**src/rtl/multicycle_control_unit.sv**
```systemverilog
// Multi-cycle RV32I control unit.
// Sequences each instruction through FETCH/DECODE/EXECUTE/MEM/WRITEBACK and
// drives the datapath controls plus IRWrite/PCWrite/IorD. Memory accesses use a
// ready handshake with an optional timeout. The unit halts on SYSTEM, on an
// illegal opcode or on a memory timeout, and counts retired instructions.
module multicycle_control_unit #(
    parameter int MEM_WAIT_MAX = 15,
    parameter int CNT_W        = 32
) (
    input  logic             clk,
    input  logic             rst,
    input  logic [4:0]       opcode,
    input  logic             mem_ready,
    output logic             IRWrite,
    output logic             PCWrite,
    output logic             IorD,
    output logic             Branch,
    output logic             Jump,
    output logic             MemRead,
    output logic             MemtoReg,
    output logic             MemWrite,
    output logic             ALUSrc_1,
    output logic             ALUSrc_2,
    output logic             RegWrite,
    output logic [1:0]       ALUOp,
    output logic [1:0]       RegWriteSel,
    output logic [2:0]       state,
    output logic             halted,
    output logic [1:0]       halt_cause,
    output logic [CNT_W-1:0] instret
);

    typedef enum logic [2:0] {
        S_IDLE    = 3'd0,
        S_FETCH   = 3'd1,
        S_DECODE  = 3'd2,
        S_EXECUTE = 3'd3,
        S_MEM     = 3'd4,
        S_WB      = 3'd5,
        S_HALT    = 3'd6
    } state_t;

    localparam logic [4:0] OP_LOAD   = 5'b00000;
    localparam logic [4:0] OP_FENCE  = 5'b00011;
    localparam logic [4:0] OP_ARITHI = 5'b00100;
    localparam logic [4:0] OP_AUIPC  = 5'b00101;
    localparam logic [4:0] OP_STORE  = 5'b01000;
    localparam logic [4:0] OP_ARITHR = 5'b01100;
    localparam logic [4:0] OP_LUI    = 5'b01101;
    localparam logic [4:0] OP_BRANCH = 5'b11000;
    localparam logic [4:0] OP_JALR   = 5'b11001;
    localparam logic [4:0] OP_JAL    = 5'b11011;
    localparam logic [4:0] OP_SYSTEM = 5'b11100;

    // The wait counter only has to reach MEM_WAIT_MAX-1; with the timeout
    // disabled it is free to wrap since nothing looks at it.
    localparam int WAIT_W = (MEM_WAIT_MAX > 1) ? $clog2(MEM_WAIT_MAX) : 1;
    localparam logic [WAIT_W-1:0] WAIT_LAST =
        WAIT_W'((MEM_WAIT_MAX > 0) ? (MEM_WAIT_MAX - 1) : 0);

    state_t             r_state;
    logic [WAIT_W-1:0]  r_wait;
    logic [1:0]         r_cause;
    logic [CNT_W-1:0]   r_instret;

    logic w_is_load, w_is_store, w_is_branch, w_is_fence, w_is_system;
    logic w_is_jal, w_is_jalr, w_is_lui, w_is_auipc, w_is_arith;
    logic w_legal;
    logic w_timeout;
    logic [1:0] w_aluop;
    logic       w_src1;
    logic       w_src2;

    assign w_is_load   = (opcode == OP_LOAD);
    assign w_is_store  = (opcode == OP_STORE);
    assign w_is_branch = (opcode == OP_BRANCH);
    assign w_is_fence  = (opcode == OP_FENCE);
    assign w_is_system = (opcode == OP_SYSTEM);
    assign w_is_jal    = (opcode == OP_JAL);
    assign w_is_jalr   = (opcode == OP_JALR);
    assign w_is_lui    = (opcode == OP_LUI);
    assign w_is_auipc  = (opcode == OP_AUIPC);
    assign w_is_arith  = (opcode == OP_ARITHI) || (opcode == OP_ARITHR);
    assign w_legal     = w_is_load || w_is_store || w_is_branch || w_is_fence ||
                         w_is_system || w_is_jal || w_is_jalr || w_is_lui ||
                         w_is_auipc || w_is_arith;

    // A not-ready cycle with the counter already at its last value is the
    // timeout cycle; a ready on that same cycle still completes the access.
    assign w_timeout = (MEM_WAIT_MAX > 0) && !mem_ready && (r_wait == WAIT_LAST);

    // Per-opcode ALU operand/operation selection, used from EXECUTE to WRITEBACK.
    always_comb begin
        w_aluop = 2'b00;
        w_src1  = 1'b0;
        w_src2  = 1'b0;
        case (opcode)
            OP_BRANCH: begin w_aluop = 2'b01; w_src1 = 1'b0; w_src2 = 1'b0; end
            OP_LOAD,
            OP_STORE,
            OP_JALR:   begin w_aluop = 2'b00; w_src1 = 1'b0; w_src2 = 1'b1; end
            OP_JAL:    begin w_aluop = 2'b00; w_src1 = 1'b1; w_src2 = 1'b1; end
            OP_ARITHI: begin w_aluop = 2'b10; w_src1 = 1'b0; w_src2 = 1'b1; end
            OP_ARITHR: begin w_aluop = 2'b10; w_src1 = 1'b0; w_src2 = 1'b0; end
            OP_AUIPC,
            OP_LUI:    begin w_aluop = 2'b11; w_src1 = 1'b1; w_src2 = 1'b1; end
            OP_FENCE:  begin w_aluop = 2'b00; w_src1 = 1'b1; w_src2 = 1'b0; end
            default:   begin w_aluop = 2'b00; w_src1 = 1'b0; w_src2 = 1'b0; end
        endcase
    end

    // Datapath controls decoded from the current state, opcode and memory handshake.
    always_comb begin
        IRWrite     = 1'b0;
        PCWrite     = 1'b0;
        IorD        = 1'b0;
        Branch      = 1'b0;
        Jump        = 1'b0;
        MemRead     = 1'b0;
        MemtoReg    = 1'b0;
        MemWrite    = 1'b0;
        ALUSrc_1    = 1'b0;
        ALUSrc_2    = 1'b0;
        RegWrite    = 1'b0;
        ALUOp       = 2'b00;
        RegWriteSel = 2'b00;
        case (r_state)
            S_FETCH: begin
                MemRead = 1'b1;
                IRWrite = mem_ready;
            end
            S_EXECUTE: begin
                ALUOp    = w_aluop;
                ALUSrc_1 = w_src1;
                ALUSrc_2 = w_src2;
                if (w_is_branch) begin
                    Branch  = 1'b1;
                    PCWrite = 1'b1;
                end
                if (w_is_fence) begin
                    PCWrite = 1'b1;
                end
            end
            S_MEM: begin
                ALUOp    = w_aluop;
                ALUSrc_1 = w_src1;
                ALUSrc_2 = w_src2;
                IorD     = 1'b1;
                MemRead  = w_is_load;
                MemWrite = w_is_store;
                PCWrite  = w_is_store && mem_ready;
            end
            S_WB: begin
                ALUOp    = w_aluop;
                ALUSrc_1 = w_src1;
                ALUSrc_2 = w_src2;
                RegWrite = 1'b1;
                PCWrite  = 1'b1;
                if (w_is_load) begin
                    MemtoReg    = 1'b1;
                    RegWriteSel = 2'b00;
                end else if (w_is_jal || w_is_jalr) begin
                    Jump        = 1'b1;
                    Branch      = 1'b1;
                    RegWriteSel = 2'b10;
                end else if (w_is_lui) begin
                    RegWriteSel = 2'b11;
                end else begin
                    RegWriteSel = 2'b01;
                end
            end
            default: ;
        endcase
    end

    // State sequencing, memory wait counting, halt cause capture and retire counting.
    // PCWrite marks the single retire cycle of every instruction, so it drives instret.
    always_ff @(posedge clk or posedge rst) begin
        if (rst) begin
            r_state   <= S_IDLE;
            r_wait    <= '0;
            r_cause   <= 2'b00;
            r_instret <= '0;
        end else begin
            case (r_state)
                S_IDLE: begin
                    r_state <= S_FETCH;
                    r_wait  <= '0;
                end
                S_FETCH: begin
                    if (mem_ready) begin
                        r_state <= S_DECODE;
                        r_wait  <= '0;
                    end else if (w_timeout) begin
                        r_state <= S_HALT;
                        r_cause <= 2'b11;
                    end else begin
                        r_wait <= r_wait + 1'b1;
                    end
                end
                S_DECODE: begin
                    if (w_is_system) begin
                        r_state <= S_HALT;
                        r_cause <= 2'b01;
                    end else if (!w_legal) begin
                        r_state <= S_HALT;
                        r_cause <= 2'b10;
                    end else begin
                        r_state <= S_EXECUTE;
                    end
                end
                S_EXECUTE: begin
                    r_wait <= '0;
                    if (w_is_branch || w_is_fence) begin
                        r_state <= S_FETCH;
                    end else if (w_is_load || w_is_store) begin
                        r_state <= S_MEM;
                    end else begin
                        r_state <= S_WB;
                    end
                end
                S_MEM: begin
                    if (mem_ready) begin
                        r_wait  <= '0;
                        r_state <= w_is_store ? S_FETCH : S_WB;
                    end else if (w_timeout) begin
                        r_state <= S_HALT;
                        r_cause <= 2'b11;
                    end else begin
                        r_wait <= r_wait + 1'b1;
                    end
                end
                S_WB: begin
                    r_state <= S_FETCH;
                    r_wait  <= '0;
                end
                S_HALT: begin
                    r_state <= S_HALT;
                end
                default: begin
                    r_state <= S_IDLE;
                end
            endcase
            if (PCWrite) begin
                r_instret <= r_instret + 1'b1;
            end
        end
    end

    assign state      = r_state;
    assign halted     = (r_state == S_HALT);
    assign halt_cause = r_cause;
    assign instret    = r_instret;

endmodule
```
**config.mk**
```make
export PLATFORM = sky130hd
export DESIGN_NAME = multicycle_control_unit
export DESIGN_NICKNAME = d
export VERILOG_FILES = /design/src/rtl/multicycle_control_unit.sv
export SDC_FILE = /design/constraint.sdc
export NUM_CORES = 1
export LEC_CHECK = 0
export BUFFER_PORTS_ARGS = -buffer_cell sky130_fd_sc_hd__buf_2
export CAP_MARGIN = 40
export CELL_PAD_IN_SITES_DETAIL_PLACEMENT = 2
export CELL_PAD_IN_SITES_GLOBAL_PLACEMENT = 2
export CORE_MARGIN = 1
export CORE_UTILIZATION = 32
export DETAILED_ROUTE_END_ITERATION = 7
export PLACE_DENSITY = 0.85
export SETUP_SLACK_MARGIN = 0.02
export SLEW_MARGIN = 15
export SYNTH_ARGS = -nofsm -noshare
export SYNTH_HDL_FRONTEND = slang
export SYNTH_SLANG_ARGS = --single-unit
```
**constraint.sdc**
```tcl
create_clock -name clk -period 2 [get_ports clk]
set_input_delay 0.2 -clock clk [delete_from_list [all_inputs] [get_ports clk]]
set_output_delay 0.2 -clock clk [all_outputs]
set_load 0.01 [all_outputs]
```
==> After elaboration in Yosys (flattened, before gate mapping) <==
Memory sizes are Yosys's and may differ from the RTL's.
Index checks and enable logic that the tools add are counted.
{ "op_classes": {"add_sub_neg": 2, "n_mux": 38, "reduce_logical": 25, "n_eq_ne": 21} }
{ "op_table": {"columns": ["cell", "n"], "rows": [
  ["adder 32 x 1 -> 32 bit, second input constant", 1],
  ["2-to-1 mux 3 bit", 7],
  ["equality test 5 bit, second input constant", 4],
  ["2-to-1 mux 2 bit", 9],
  ["one-hot mux 3 bit (6 select lines)", 1],
  ["equality test 5 x 4 -> 1 bit, second input constant", 3],
  ["2-to-1 mux 1 bit", 14],
  ["logical OR 1 bit", 12],
  ["equality test 5 x 3 -> 1 bit, second input constant", 2],
  ["equality test 3 bit, second input constant", 3],
  ["2-to-1 mux 4 bit", 2],
  ["one-hot mux 4 bit (2 select lines)", 1],
  ["equality test 3 x 2 -> 1 bit, second input constant", 2],
  ["!= test 3 bit, second input constant", 2],
  ["OR reduction 3 bit", 2],
  ["equality test 5 x 2 -> 1 bit, second input constant", 1],
  ["zero test 5 bit", 1],
  ["adder 4 x 1 -> 4 bit, second input constant", 1],
  ["equality test 4 bit, second input constant", 1],
  ["one-hot mux 1 bit (2 select lines)", 2],
  ["one-hot mux 2 bit (2 select lines)", 1],
  ["AND reduction 4 bit", 1],
  ["nonzero test 2 bit", 2],
  ["OR reduction 2 bit", 2],
  ["other kinds (8)", 9]
]} }
{ "totals": {"output_inout_bits": 53, "mem_count": 1, "regBits": 41, "rom_bits": 128} }
{ "memory_table": {"columns": ["name", "depth", "width", "rd", "rd_ports_with_merged_regs", "write_ports", "line", "rtl"], "rows": [
  ["(name not given)", 32, 4, 1, 0, 0, "97", "case (opcode)"]
]} }

==> Logic depth before layout (Yosys ltp) <==
Gate-level depths: netlist of run 1.
{ "depth": {"depth_word": 13, "mapped_depth": 9, "depth_no_buf": 7} }

==> Least setup slack after synthesis of run 1 <==
OpenSTA, ideal clock, no wires.
{ "synth_timing": {"path_kind": "register -> register", "start": "register r_state[2] (netlist: state[2])", "end": "register r_instret[11] (netlist: instret[11])", "stages_incl_launch_ff": 10, "arrival_time_ns": 1.833, "required_ns": 1.870, "setup_slack_ns": 0.037, "setup_ns": 0.130, "path_buffers": 2, "cell_sequence": "dfrtp_1 > buf_2 > and2b_4 > nand2_2 > inv_2 > a41o_2 > o2111ai_4 > buf_4 > nor2_1 > xor2_1"} }
{ "synth_via": {"elab_chain_len": 2, "elab_cells_between_ends": 4} }
{ "synth_lines": {"columns": ["item", "line", "rtl"], "rows": [
  ["from (decl)", "61", "state_t r_state;"],
  ["from (signal assigned)", "225", "r_state <= w_is_store ? S_FETCH : S_WB;"],
  ["equality test 3 bit or equality test 3 x 2 -> 1 bit (tied branches)", "127", "case (r_state)"],
  ["one-hot mux 1 bit (3 select lines) (*)", "127", null],
  ["to (signal assigned)", "245", "r_instret <= r_instret + 1'b1;"],
  ["to (decl)", "64", "logic [CNT_W-1:0] r_instret;"]
]} }
Mark *: on every way between the ends. The rest lies on a longest branch, timed or not.
A chain may end at the register's enable or synchronous reset.

==> Worst setup path in the final report of run 1 <==
{ "layout_timing": {"start": "register r_wait[0]", "end": "register r_wait[2]"} }
{ "layout_via": {"elab_chain_len": 4, "elab_cells_between_ends": 8} }
{ "layout_lines": {"columns": ["item", "line", "rtl"], "rows": [
  ["from (decl)", "62", "logic [WAIT_W-1:0] r_wait;"],
  ["from (signal assigned)", "198", "r_wait <= r_wait + 1'b1;"],
  ["from (signal assigned)", "230", "r_wait <= r_wait + 1'b1;"],
  ["adder 4 x 1 -> 4 bit or equality test 4 bit (tied branches)", "198, 230, 90", null],
  ["2-to-1 mux 4 bit or logical AND 1 bit (tied branches)", "194, 226, 90", null],
  ["2-to-1 mux 4 bit or != test 3 bit (tied branches)", null, null],
  ["one-hot mux 4 bit (2 select lines) or AND reduction 2 bit (tied branches)", null, null]
]} }
Parallel ways exist; a longest one is shown, timed or not. The select of a mux whose other input is x is not followed.

==> flow_summary.json, run 1 <==
{
  "ys_types": 54,
  "grt.total_usage_pct": 20.9,
  "finalCoreUtilization_pct": 43.5,
  "layout_min_cycle_time_ns": 2.00,
  "timing.final.max_slew_violations": 0,
  "initial_core_utilization_pct": 33.2,
  "met3_length_um": 291,
  "mostFrequentLayoutCell": "sky130_fd_sc_hd__buf_2",
  "timing.fmax_ghz": 0.501,
  "yosys.area_share.simple_pct": 26.8,
  "category_of_the_worst_setup_path_capture_point": "register",
  "grt_setup_unrepaired": "yes",
  "post_synthesis_net_count": 267,
  "synth-xor-area-share_pct": 11.6,
  "fp.dieArea_um2": 7920,
  "floorplan.rows": 31,
  "highest-signal-layer": "met4",
  "synth.cell_area_um2": 2420,
  "buffer_ports.inserted": 60,
  "tightest_slew_ns": 0.707,
  "crit_path_end": "r_wait[2]$_DFFE_PP0P_",
  "route.final.wire_length_mm": 8.12,
  "cellLeakagePower_uw": 0.00158,
  "fin_setup_tns_ns": 0,
  "run_status": "completed",
  "synth_ff_type": "sky130_fd_sc_hd__dfrtp_1",
  "synth_top_cell_by_area": "sky130_fd_sc_hd__dfrtp_1",
  "fin_skew_ns": 0.00550,
  "ctsRootBufferMaster": "sky130_fd_sc_hd__clkbuf_8",
  "clkTransAtPathRegs_ns": 0.08,
  "critical_path.max_fanout": 6,
  "post_drt_via_cell_ratio": 5.24,
  "wirelength_met1_mm": 3.33,
  "irDropWorstVdd_mv": 0.336,
  "area_inside_the_core_boundary_um2": 7290,
  "io_pins": 61,
  "max_slew_margin_pct": 52.8,
  "period_share_pct": 99.9,
  "drt_iter0_drc": 47,
  "grt_overflow_total": 0,
  "final_cell_area_um2": 3170,
  "worstSetupStartpoint": "r_wait[0]$_DFFE_PP0P_",
  "grt_max_degree": 42,
  "ff2ff_setup_slack_ns": 0.002,
  "cts.path.max_buffers": 2,
  "drtAntennaViolNets": 0,
  "dr.pass1.iters": 4,
  "detailedPlacementHpwl_mm": 5.98,
  "register_area_um2": 1030,
  "maxCapViolCount": 0,
  "yosysWarnings": 0,
  "multiInputGateArea_um2": 1350,
  "wire_length_of_the_first_global_routing_pass_mm": 12.5,
  "timing.critical_path.from_type": "register",
  "antennaDiodeCount": 0,
  "final_hold_vio_count": 0,
  "postSynthAreaPerCell_um2": 9.46,
  "die-height_um": 89.0,
  "number_of_antenna_violations_at_the_first_check_in_global_routing": 0,
  "fin_total_pwr_uw": 2840,
  "asr_flop_ratio_synth_pct": 100,
  "filler_cell_count": 852,
  "final_cell_mix": "sky130_fd_sc_hd__buf_2, sky130_fd_sc_hd__dfrtp_1, sky130_fd_sc_hd__xor2_1, sky130_fd_sc_hd__nand2_1",
  "route.vias.total": 2300,
  "cts_tree": "yes",
  "synth_top_family_by_area": "simple AND/OR/NAND/NOR gates",
  "criticalPathCategory": "reg2reg",
  "postPlaceCellArea_um2": 2950,
  "worst_hold_path_type": "in2async",
  "clock_sink_count": 41,
  "wl_per_cell_um": 18.5,
  "top_cell_type_s_share_of_synthesized_area_pct": 42.4,
  "finalWeightedCongestion": 0.796,
  "numCtsBuffers": 5,
  "die_width_um": 89.0,
  "timing.rr.start": "r_wait[0]$_DFFE_PP0P_",
  "ys_top_cells_by_area": "sky130_fd_sc_hd__dfrtp_1, sky130_fd_sc_hd__xor2_1, sky130_fd_sc_hd__nand2_1",
  "synth.yosys.seq_area_share_pct": 42.4,
  "critical_path_required_ns": 2.23,
  "synth_adder_area_share_pct": 1.55,
  "synth-edff-count": 0,
  "ff2ff_path_depth": 7,
  "timing.final.setup_violations": 0,
  "power_density_nw_per_um2": 895,
  "detailroute.wirelength.met2_mm": 4.38,
  "syn-instance-count": 256,
  "synth_mux_area_share_pct": 1.34,
  "area_growth_pct": 30.9,
  "synth_compound_area_share_pct": 11.5,
  "postSynthRegisterBits": 41,
  "final_net_count": 350,
  "drc": 0,
  "h-tree-depth": 2,
  "share_of_final_layout_standard_cells_stronger_than_drive_strength_1_pct": 37.1,
  "rr_endpoint": "r_wait[2]$_DFFE_PP0P_",
  "arrival_ns": 2.23,
  "grt_pass1_vias": 2438,
  "worstSkewPairLatency_ns": 0.30
}
-- Yosys cell counts (2+ instances only) --
cell                        number
sky130_fd_sc_hd__a31oi_1         3
sky130_fd_sc_hd__buf_6           2
sky130_fd_sc_hd__nor4_2          4
sky130_fd_sc_hd__ha_1            3
sky130_fd_sc_hd__o31ai_1         2
sky130_fd_sc_hd__xnor2_1         7
sky130_fd_sc_hd__nand4bb_1       2
sky130_fd_sc_hd__nand2_1        23
sky130_fd_sc_hd__inv_2           3
sky130_fd_sc_hd__nor4_1          9
sky130_fd_sc_hd__nor2b_1         2
sky130_fd_sc_hd__o21ai_1         4
sky130_fd_sc_hd__nor3_2          7
sky130_fd_sc_hd__nor3_1         12
sky130_fd_sc_hd__xor2_1         25
sky130_fd_sc_hd__inv_1          10
sky130_fd_sc_hd__nand4_1         5
sky130_fd_sc_hd__nand3_1        10
sky130_fd_sc_hd__buf_2           3
sky130_fd_sc_hd__a21oi_1         9
sky130_fd_sc_hd__clkbuf_1        6
sky130_fd_sc_hd__nand2b_1        3
sky130_fd_sc_hd__and3_1          3
sky130_fd_sc_hd__and2_1          2
sky130_fd_sc_hd__dfrtp_1        41
sky130_fd_sc_hd__o211ai_1        2
sky130_fd_sc_hd__a2111oi_0       2
sky130_fd_sc_hd__o21ai_0         5
sky130_fd_sc_hd__nor2_1         22
-- cell type report --
cell class / instances / area share, %
inverter: 14 / 1.66
clock buffer: 8 / 2.52
multi-input combinational: 189 / 42.7
tap: 99 / 3.91
sequential: 41 / 32.3
timing repair buffer: 88 / 16.9
-- metal layers --
metal | track usage, % | up-vias
met5 | 0 | -
met4 | 4.91 | 0
met3 | 3.60 | 9
met2 | 38.8 | 55
met1 | 25.3 | 1167
li1 | - | 1069
-- critical path: stages (launching register included) --
cell                        delay (ns)
sky130_fd_sc_hd__dfrtp_1          0.38
sky130_fd_sc_hd__inv_1            0.07
sky130_fd_sc_hd__ha_1             0.18
sky130_fd_sc_hd__and4_1           0.27
sky130_fd_sc_hd__a2111oi_1        0.60
sky130_fd_sc_hd__buf_4            0.23
sky130_fd_sc_hd__nand2_1          0.05
sky130_fd_sc_hd__o21ai_1          0.13
-- state kept, by name, indices dropped and copies added (netlist names) --
register and count:
halt_cause 2, instret 32, state 3, r_wait 4
-- worst min-delay path by stage --
stage	start	end	slack, ns	depth (start not counted)
finish	rst	instret[13]$_DFFE_PP0P_	0.01	3
global route	rst	instret[16]$_DFFE_PP0P_	0.06	3
CTS	rst	instret[16]$_DFFE_PP0P_	0.04	3
detailed placement	rst	instret[15]$_DFFE_PP0P_	0.37	3
global placement	rst	instret[15]$_DFFE_PP0P_	0.36	3
floorplan	mem_ready	r_wait[2]$_DFFE_PP0P_	0.40	3
-- kinds of logic (layout without fill, tap and decap cells) --
group / count (synthesis) / in the layout
compound gates: 38 / 38
xor+xnor: 32 / 32
fa+ha+maj: 3 / 3
buf+inv: 26 / 110
flops: 41 / 41
mux: 3 / 3
simple gates: 113 / 113
-- where the power goes --
group / internal, uW / switching [uW] / leakage [uW] / total [uW]
Clock: 248 / 292 / 0.0000395 / 540
Sequential: 944 / 135 / 0.000527 / 1080
Combinational: 518 / 702 / 0.00102 / 1220
-- repair_timing --
item | in CTS | in global routing
resized for setup | 6 | 13
setup endpoints to repair | 3 | 20
pin swaps | 0 | 4
gates cloned | 0 | 1
buffers inserted | 0 | 6
hold buffers | 0 | 0
-- metrics by stage --
stage | hold slack, ns | cells | setup slack, ns
finish | 0.0140 | 439 | 0.00212
global route | 0.0619 | 439 | -0.0775
CTS | 0.0447 | 432 | 0.0169
detailed placement | 0.367 | 424 | -0.117
global placement | 0.359 | 424 | 0.125
floorplan | 0.397 | 256 | 0.0367
Note: power is estimated with default switching activity, not from simulation.
==> inputs of run 2 (changes only) <==
==> constraint.sdc (replaced) <==
create_clock -name clk -period 2.2 [get_ports clk]
set_input_delay 0.22 -clock clk [delete_from_list [all_inputs] [get_ports clk]]
set_output_delay 0.22 -clock clk [all_outputs]
set_load 0.01 [all_outputs]
==> flow_summary.json, run 2 (synthesized netlist as in run 1, its figures left out) <==
{
  "maxCapViolCount": 0,
  "number_of_antenna_violations_at_the_first_check_in_global_routing": 0,
  "numCtsBuffers": 5,
  "ff2ff_setup_slack_ns": 0.10,
  "grt_pass1_vias": 2354,
  "timing.rr.start": "state[2]$_DFF_PP0_",
  "grt_max_degree": 42,
  "tightest_slew_ns": 0.794,
  "h-tree-depth": 2,
  "post_drt_via_cell_ratio": 5.15,
  "irDropWorstVdd_mv": 0.386,
  "wire_length_of_the_first_global_routing_pass_mm": 12.3,
  "cpPeakStageDelay_ns": 0.44,
  "cts.path.max_buffers": 2,
  "wl_per_cell_um": 17.4,
  "drt_iter0_drc": 46,
  "fin_setup_tns_ns": 0,
  "grt_overflow_total": 0,
  "drtAntennaViolNets": 0,
  "timing.fmax_ghz": 0.477,
  "ctsHoldBuffers": 0,
  "die_width_um": 89.0,
  "floorplan.rows": 31,
  "fin_total_pwr_uw": 2670,
  "route.final.wire_length_mm": 7.38,
  "fin_skew_ns": 0.0102,
  "worstSetupStartpoint": "state[2]$_DFF_PP0_",
  "antennaDiodeCount": 0,
  "grt_setup_unrepaired": "no",
  "route.vias.total": 2188,
  "timing.final.setup_violations": 0,
  "area_growth_pct": 25.3,
  "critical_path.max_fanout": 6,
  "share_of_final_layout_standard_cells_stronger_than_drive_strength_1_pct": 32.2,
  "rr_endpoint": "instret[9]$_DFFE_PP0P_",
  "grt.total_usage_pct": 20.3,
  "dr.pass1.iters": 4,
  "worst_hold_path_type": "in2async",
  "clkTransAtPathRegs_ns": 0.09,
  "category_of_the_worst_setup_path_capture_point": "output pin",
  "max_slew_margin_pct": 45.7,
  "crit_path_cell_trace": "nand3b_1 > a211oi_4 > buf_4 > or2_1 > buf_2",
  "cellLeakagePower_uw": 0.00151,
  "layout_min_cycle_time_ns": 2.10,
  "cpMaxStageDelayCell": "sky130_fd_sc_hd__dfrtp_1",
  "arrival_ns": 1.88,
  "finalHoldWorstSlack_ns": 0.0418,
  "final_net_count": 336,
  "critical_path_required_ns": 1.98,
  "fp.dieArea_um2": 7920,
  "final_hold_vio_count": 0,
  "mostFrequentLayoutCell": "sky130_fd_sc_hd__buf_2",
  "layout.cells.non_filler": 425,
  "timing.critical_path.from_type": "register",
  "period_share_pct": 95.3,
  "io_pins": 61,
  "final_cell_mix": "sky130_fd_sc_hd__buf_2, sky130_fd_sc_hd__dfrtp_1, sky130_fd_sc_hd__xor2_1, sky130_fd_sc_hd__nand2_1, sky130_fd_sc_hd__nor2_1",
  "timing.final.max_slew_violations": 0,
  "initial_core_utilization_pct": 33.2,
  "buffer_ports.inserted": 60,
  "ctsRootBufferMaster": "sky130_fd_sc_hd__clkbuf_8",
  "worstSkewPairLatency_ns": 0.30,
  "area_inside_the_core_boundary_um2": 7290,
  "die-height_um": 89.0,
  "run_status": "completed",
  "power_density_nw_per_um2": 878,
  "filler_cell_count": 847,
  "cts_tree": "yes",
  "finalWeightedCongestion": 0.783,
  "finalCoreUtilization_pct": 41.6,
  "placedCellCount": 415,
  "number_of_flip_flops_in_the_largest_register": 32,
  "crit_path_end": "PCWrite",
  "clock_sink_count": 41,
  "drc": 0,
  "detailedPlacementHpwl_mm": 5.38,
  "criticalPathCategory": "reg2out",
  "ff2ff_path_depth": 6
}
==> run 2: cell types whose count changed in the layout (fill, tap and decap cells not counted), sizes merged <==
cell,change
clkbuf,-3
bufinv,+2
buf,-14
clkinv,+1
==> run 2: cell type report <==
| class | count | area (um^2) | share of cell area, % |
|---|---|---|---|
| well taps | 99 | 124 | 4.08 |
| clock inverters | 3 | 65.1 | 2.14 |
| multi-input cells | 189 | 1280 | 42.0 |
| inverters | 14 | 52.6 | 1.73 |
| flip-flops and latches | 41 | 1030 | 33.8 |
| clock buffers | 5 | 68.8 | 2.27 |
| repair buffers | 74 | 422 | 13.9 |
==> run 2: stage by stage <==
stage                     setup WS, ns  cell area, um^2
after floorplan                  0.237             2420
after global placement           0.238             2880
after detailed placement         0.153             2880
after CTS                       0.0354             3020
after global routing            0.0332             3040
final                            0.103             3040
==> run 2: worst max-delay path: cells and delay by family, from the launching register on <==
family,cells,cell delay (ns)
and+or+nand+nor,2,0.47
AOI/OAI and AO/OA,1,0.34
DFF,1,0.44
buffers and inverters,2,0.33
==> run 2: worst min-delay path by stage <==
| stage | from | to | slack (ns) |
|---|---|---|---|
| global route | rst | instret[14]$_DFFE_PP0P_ | 0.08 |
| global placement | rst | instret[17]$_DFFE_PP0P_ | 0.38 |
| CTS | rst | instret[14]$_DFFE_PP0P_ | 0.05 |
| detailed placement | rst | r_wait[2]$_DFFE_PP0P_ | 0.39 |
| floorplan | mem_ready | r_wait[2]$_DFFE_PP0P_ | 0.42 |
| finish | rst | instret[14]$_DFFE_PP0P_ | 0.04 |
==> run 2: what timing repair did <==
item | 4_1_cts | 5_1_grt
endpoints found under the hold margin | 0 | 0
endpoints found under the setup margin | 0 | 1
buffers inserted | 0 | 2
gates resized for setup | 0 | 2
==> run 2: power breakdown <==
group | switching (uW) | internal, uW
Combinational | 558 | 390
Sequential | 140 | 860
Clock | 267 | 451
==> run 2: routing by layer <==
metal	track usage [%]	up-vias	share of wire (%)
li1	-	1037	-
met1	26.2	1085	45
met2	34.8	52	50
met3	3.23	14	3.3
met4	6.35	0	1.8
met5	0	-	0
==> inputs of run 3 (changes only) <==
--- a/config.mk
+++ b/config.mk
@@ -7,10 +7,11 @@
 export LEC_CHECK = 0
 export BUFFER_PORTS_ARGS = -buffer_cell sky130_fd_sc_hd__buf_2
 export CAP_MARGIN = 40
-export CELL_PAD_IN_SITES_DETAIL_PLACEMENT = 2
-export CELL_PAD_IN_SITES_GLOBAL_PLACEMENT = 2
+export CELL_PAD_IN_SITES_DETAIL_PLACEMENT = 0
+export CELL_PAD_IN_SITES_GLOBAL_PLACEMENT = 1
+export CORE_ASPECT_RATIO = 1.2
 export CORE_MARGIN = 1
-export CORE_UTILIZATION = 32
+export CORE_UTILIZATION = 40
 export DETAILED_ROUTE_END_ITERATION = 7
 export PLACE_DENSITY = 0.85
 export SETUP_SLACK_MARGIN = 0.02
==> flow_summary.json, run 3 (synthesized netlist as in run 1, its figures left out) <==
{
  "h-tree-depth": 2,
  "period_share_pct": 96.0,
  "tightest_slew_ns": 0.631,
  "dr.pass1.iters": 4,
  "grt_pass1_vias": 1901,
  "drtAntennaViolNets": 0,
  "ctsRootBufferMaster": "sky130_fd_sc_hd__clkbuf_8",
  "layout_setup_ws_ns": 0.0888,
  "number_of_antenna_violations_at_the_first_check_in_global_routing": 0,
  "cts_tree": "yes",
  "detailedPlacementHpwl_mm": 4.09,
  "fp.dieArea_um2": 6370,
  "cellLeakagePower_uw": 0.00148,
  "worstSkewPairLatency_ns": 0.30,
  "ff2ff_setup_slack_ns": 0.09,
  "timing.final.setup_violations": 0,
  "timing.final.max_slew_violations": 0,
  "final_net_count": 333,
  "antennaDiodeCount": 0,
  "cts.path.max_buffers": 2,
  "wl_per_cell_um": 13.8,
  "grt_setup_unrepaired": "yes",
  "mostFrequentLayoutCell": "sky130_fd_sc_hd__buf_2",
  "category_of_the_worst_setup_path_capture_point": "register",
  "post_drt_via_cell_ratio": 5.24,
  "drt_iter0_drc": 83,
  "layout_min_cycle_time_ns": 2.11,
  "cpPeakStageDelay_ns": 0.43,
  "clkTransAtPathRegs_ns": 0.08,
  "placement.setup.worst_slack_ns": 0.0769,
  "io_pins": 61,
  "finalWeightedCongestion": 0.845,
  "share_of_final_layout_standard_cells_stronger_than_drive_strength_1_pct": 31.3,
  "ctsHoldBuffers": 0,
  "finalHoldWorstSlack_ns": 0.0204,
  "fin_setup_tns_ns": 0,
  "criticalPathCategory": "reg2reg",
  "irDropWorstVdd_mv": 0.512,
  "layout.cells.non_filler": 403,
  "fin_skew_ns": 0.00871,
  "cpMaxStageDelayCell": "sky130_fd_sc_hd__dfrtp_1",
  "power_density_nw_per_um2": 813,
  "crit_path_cell_trace": "nand3b_1 > a211oi_4 > o2111ai_4 > buf_4 > nor4_2 > xor2_1",
  "timing.critical_path.from_type": "register",
  "critical_path.max_fanout": 8,
  "finalCoreUtilization_pct": 51.3,
  "final_hold_vio_count": 0,
  "timing.fmax_ghz": 0.474,
  "rr_endpoint": "instret[17]$_DFFE_PP0P_",
  "drc": 0,
  "area_growth_pct": 21.6,
  "clock_sink_count": 41,
  "arrival_ns": 2.34,
  "grt_overflow_total": 0,
  "maxCapViolCount": 0,
  "max_slew_margin_pct": 56.8,
  "run_status": "completed",
  "grt_max_degree": 42,
  "timing.rr.start": "state[2]$_DFF_PP0_",
  "initial_core_utilization_pct": 42.2,
  "number_of_flip_flops_in_the_largest_register": 32,
  "die-height_um": 87.2,
  "area_inside_the_core_boundary_um2": 5740,
  "critical_path_required_ns": 2.43,
  "placedCellCount": 392,
  "numCtsBuffers": 5,
  "ff2ff_path_depth": 6,
  "floorplan.rows": 30,
  "die_width_um": 73.0,
  "route.final.wire_length_mm": 5.58,
  "buffer_ports.inserted": 60,
  "filler_cell_count": 544,
  "final_cell_mix": "sky130_fd_sc_hd__buf_2, sky130_fd_sc_hd__dfrtp_1, sky130_fd_sc_hd__xor2_1, sky130_fd_sc_hd__nand2_1, sky130_fd_sc_hd__nor2_1",
  "route.vias.total": 2110,
  "worst_hold_path_type": "in2async",
  "grt.total_usage_pct": 18.3,
  "wire_length_of_the_first_global_routing_pass_mm": 8.98
}
==> run 3: timing repair <==
action | in CTS | in global routing
gates resized for setup | 0 | 1
endpoints found under the setup margin | 0 | 15
setup buffers | 0 | 3
==> run 3: worst max-delay path by stage <==
stage	from	to	slack, ns	depth (start not counted)
6_report	state[2]$_DFF_PP0_	instret[17]$_DFFE_PP0P_	0.09	6
5_1_grt	state[2]$_DFF_PP0_	instret[17]$_DFFE_PP0P_	-0.001	6
4_1_cts	state[2]$_DFF_PP0_	instret[22]$_DFFE_PP0P_	0.06	7
3_5_place_dp	state[2]$_DFF_PP0_	instret[30]$_DFFE_PP0P_	0.08	7
3_3_place_gp	state[2]$_DFF_PP0_	instret[30]$_DFFE_PP0P_	0.09	7
2_1_floorplan	state[2]$_DFF_PP0_	instret[11]$_DFFE_PP0P_	0.24	9
==> run 3: power by group <==
group / switching [uW] / internal, uW / total, uW
Clock: 261 / 284 / 545
Combinational: 501 / 351 / 851
Sequential: 140 / 858 / 998
Total: 902 / 1490 / 2390
==> run 3: critical path, delay by kind of cell, from the launching register on <==
kind | cells | cell delay [ns]
and+or+nand+nor | 2 | 0.56
AOI/OAI and AO/OA | 2 | 0.67
xor gates and xnor gates | 1 | 0.16
buffers and inverters | 1 | 0.22
DFF | 1 | 0.43
==> run 3: final cells by class <==
type	count	area (um^2)	share of cell area [%]
sequential	41	1030	34.8
tap	80	100	3.40
clock inverter	1	5.00	0.170
inverter	14	52.6	1.78
timing repair buffer	71	383	13.0
multi-input combinational	189	1280	43.6
clock buffer	7	96.3	3.27
==> run 3: metal layers <==
layer | up-vias | GRT usage [%] | wire length (um)
met5 | - | 0 | 0
met4 | 0 | 6.42 | 90
met3 | 9 | 3.82 | 317
met2 | 67 | 30.6 | 2670
met1 | 1006 | 23.2 | 2500
li1 | 1028 | - | -
==> run 3: through the flow <==
stage,cell area (um^2),power (uW)
6_report,2950,2390
5_1_grt,2950,2560
4_1_cts,2920,2410
3_5_place_dp,2820,1850
2_1_floorplan,2420,1570
3_3_place_gp,2820,1830
